## src/rtl/arb_starve_ctr.sv

```systemverilog
// Saturating count of data grants taken while a fetch was waiting.
module arb_starve_ctr #(
  parameter  int unsigned STARVE_MAX = 4,
  localparam int unsigned CW         = $clog2(STARVE_MAX + 1)
) (
  input  logic          CLK,
  input  logic          nRST,
  input  logic          inc,
  input  logic          clr,
  output logic [CW-1:0] count
);

  always_ff @(posedge CLK or negedge nRST) begin
    if (!nRST) begin
      count <= '0;
    end else if (clr) begin
      count <= '0;
    end else if (inc && (count != CW'(STARVE_MAX))) begin
      count <= count + 1'b1;
    end
  end

endmodule

```

## config.mk

```make
export PLATFORM = sky130hd
export DESIGN_NAME = arb_starve_ctr
export DESIGN_NICKNAME = d
export VERILOG_FILES = /design/src/rtl/arb_starve_ctr.sv
export SDC_FILE = /design/constraint.sdc
export NUM_CORES = 1
export LEC_CHECK = 0
export ABC_AREA = 1
export CELL_PAD_IN_SITES_DETAIL_PLACEMENT = 2
export CELL_PAD_IN_SITES_GLOBAL_PLACEMENT = 2
export CORE_AREA = 4 4 41 43
export DETAILED_ROUTE_END_ITERATION = 12
export DIE_AREA = 0 0 45 47
export GPL_TIMING_DRIVEN = 0
export PLACE_DENSITY = 0.61
export SETUP_SLACK_MARGIN = 0.3
export SYNTH_ARGS = -nofsm -noshare
export SYNTH_HDL_FRONTEND = slang
export SYNTH_SLANG_ARGS = --single-unit
```

## constraint.sdc

```tcl
create_clock -name CLK -period 1 [get_ports CLK]
set_input_delay 0.15 -clock CLK [delete_from_list [all_inputs] [get_ports CLK]]
set_output_delay 0.15 -clock CLK [all_outputs]
set_load 0.02 [all_outputs]
```

==> impl_metrics.csv <==
group,metric,value,unit
status,run_status,"finished, violations left",
status,violations,"setup timing",
synth,syn_area,186.4,um^2
timing,slew_violations,0,
power,leakagePower,0.1697,nW
setup_path,rr_worst_depth,6,
setup_path,rr_startpoint,"count[0]",
timing,rsz0062_at_grt,"true",
timing,setup_viol,2,
routing,vias_per_cell,4.075,
power,power.density,1461,nW/um^2
timing,min_period_over_period,102.4,%
clock_tree,clock_sinks,3,
timing,slew_headroom,85.15,%
timing,period_needed,1.024,ns
clock_tree,clock_latency,0.24,ns
clock_tree,cts_tree,"done",
final_layout,drive_above_1_share,55.26,%
synth,ys_seq_area_share,40.27,%
global_route,grt_pass1_wl,1166,um
routing,antenna_left,0,
synth,ys_types,8,
setup_path,end_kind,"flop",
routing,first_pass_iters,2,
synth,synthCells,25,
clock_tree,cts_max_path_buffers,2,
floorplan,dieArea,2115,um^2
synth,synth.area.top_cells,"dfrtp_1 40%, nand2_1 14%, ha_1 13%, inv_1 12%, nand4_1 6.7%",
global_route,use_met2,14.12,%
power,ir_worst_vdd,0.2953,mV
synth,yosys.area_share.simple,26.17,%
power,finalPower,0.5246,mW
final_layout,final_common_cell,"inv_1",
setup_path,r2r_end,"count[0]",
synth,yosys_register_bits,3,
setup_path,crit_chain,"inv_2 -> ha_4 -> nand2_4 -> nand2_4 -> nand3_2 -> nand2_2",
routing,drt-initial-drc-count,4,
timing,hold_viol_final,0,
final_layout,top_register,"count",
setup_path,slowest_stage,"dfrtp_2",
synth,syn_avg_cell_area,7.457,um^2
clock_tree,clk_pin_slew_worst_paths,0.04,ns
synth,synth_top_family_by_area,"simple AND/OR/NAND/NOR gates",
final_layout,nets,45,
synth,synth_compound_area_share,8.054,%
final_layout,largest_reg_flops,3,
global_route,grtUsageMet3,1.149,%
routing,routed_wl,729,um
synth,synth-adder-area-share,13.42,%
global_route,grt_overflow,0,
floorplan,start_util,14.33,%
floorplan,rows,13,
synth,synth_xor_area_share,0,%
setup_path,crit_type,"flop to flop",
global_route,grt_usage,8.775,%
floorplan,die_x,45,um
floorplan,core,1301,um^2
synth,mappedNetlistNets,31,
setup_path,arrival,1.20,ns
setup_path,reg2reg_slack,-0.02,ns
timing,clock_skew,0.002205,ns
clock_tree,cts_buffers,3,
place,place_congestion,0.7656,
clock_tree,ctsHoldBuffers,0,
setup_path,cp_common_cell,"nand2_4",
synth,synth_top_area_share,40.27,%
setup_path,worstPathMaxFanout,4,
global_route,grt.busiest_layer,"met2",
final_layout,top_regs,"count (3)",
min_path,hp-class,"input port to asynchronous set/reset pin",
timing,worst_pin_slew,0.2225,ns
final_layout,syn_to_final_growth,92.62,%
place,numPortBuffers,6,
place,post_dp_cell_area,282.8,um^2
synth,synth_largest_area_cell,"dfrtp_1",
routing,via_count,216,
global_route,grt_pass1_vias,253,
final_layout,antennaDiodeCount,0,
routing,routedWlPerCell,13.75,um
clock_tree,htreeDepth,1,
routing,route.detailed.drc,0,
timing,setup_ws,-0.02414,ns
setup_path,slowest_delay,0.43,ns
place,dp_hpwl,488.9,um
synth,synthMuxAreaShare,0,%
timing,clock.fmax,0.9764,GHz
global_route,antenna_found_initial,0,
floorplan,die_height,47,um
global_route,grt_max_degree,7,
final_layout,fillers,165,
clock_tree,cts-root-buf,"clkbuf_4",
synth,synth-warning-count,0,
setup_path,cp.required,1.17,ns
timing,tns,-0.02670,ns
global_route,use_met1,9.112,%
final_layout,stdcell_area,359.1,um^2
setup_path,startpoint_type,"flop",
floorplan,ios,7,
job,cap_violations,0,
worst max path at each step:
stage               startpoint       end  slack [ns]  cells past startpoint
global placement      count[2]  count[2]       -0.21                      1
floorplan             count[0]  count[0]       0.008                      6
global route          count[0]  count[0]       -0.07                      6
detailed placement    count[2]  count[2]       -0.22                      1
finish                count[0]  count[0]       -0.02                      6
CTS                   count[1]  count[1]       -0.02                      6
layer usage:
| layer | vias to the layer above | share of wire (%) |
|---|---|---|
| met1 | 102 | 38 |
| met5 | - | 0 |
| met2 | 7 | 57 |
| met4 | 0 | 2.3 |
| li1 | 105 | - |
| met3 | 2 | 2.3 |
cell usage after synthesis:
library cell,n
a21oi_1,2
dfrtp_1,3
ha_1,2
inv_1,6
nand2_1,7
nand3_1,2
nand4_1,2
o21ai_0,1
timing repair:
action                                  CTS  global route
pin swaps                                 1             3
endpoints found under the setup margin    6             6
resized for setup                        18             5
setup buffers                             2             1
endpoints found under the hold margin     0             0
critical path: cells and delay by family (launching register included):
family | cells | cell delay (ns)
fa+ha+maj | 1 | 0.15
buf+inv | 1 | 0.09
flops | 1 | 0.43
simple gates | 4 | 0.29
cells by family after synthesis:
family                     Yosys count
AOI/OAI and AO/OA                    3
adders and majority gates            2
buffers and inverters                6
DFF                                  3
and+or+nand+nor                     11
metrics by stage:
stage	std cells	setup WS (ns)	hold WS (ns)	util [%]
after floorplan	25	0.008012	-0.1456	-
after global placement	46	-0.2116	0.3380	21.73
after detailed placement	46	-0.2186	0.3405	21.73
after CTS	52	-0.01947	0.09090	25.58
after global routing	53	-0.06603	0.1018	27.60
final	53	-0.02414	0.08893	27.60
layout make-up:
type	instances	area [um^2]	share of cell area (%)
Sequential cell	3	78.83	21.95
Clock buffer	4	26.28	7.317
Timing Repair Buffer	9	73.82	20.56
Multi-Input combinational cell	16	138.9	38.68
Tap cell	15	18.77	5.226
Inverter	6	22.52	6.272
report_power, final:
part | leakage [nW] | switching [mW] | internal (mW)
sequential | 0.0355 | 0.0184 | 0.135
clock | 0.0150 | 0.0717 | 0.150
combinational | 0.119 | 0.0783 | 0.0707
Note: power is estimated with default switching activity, not from simulation.
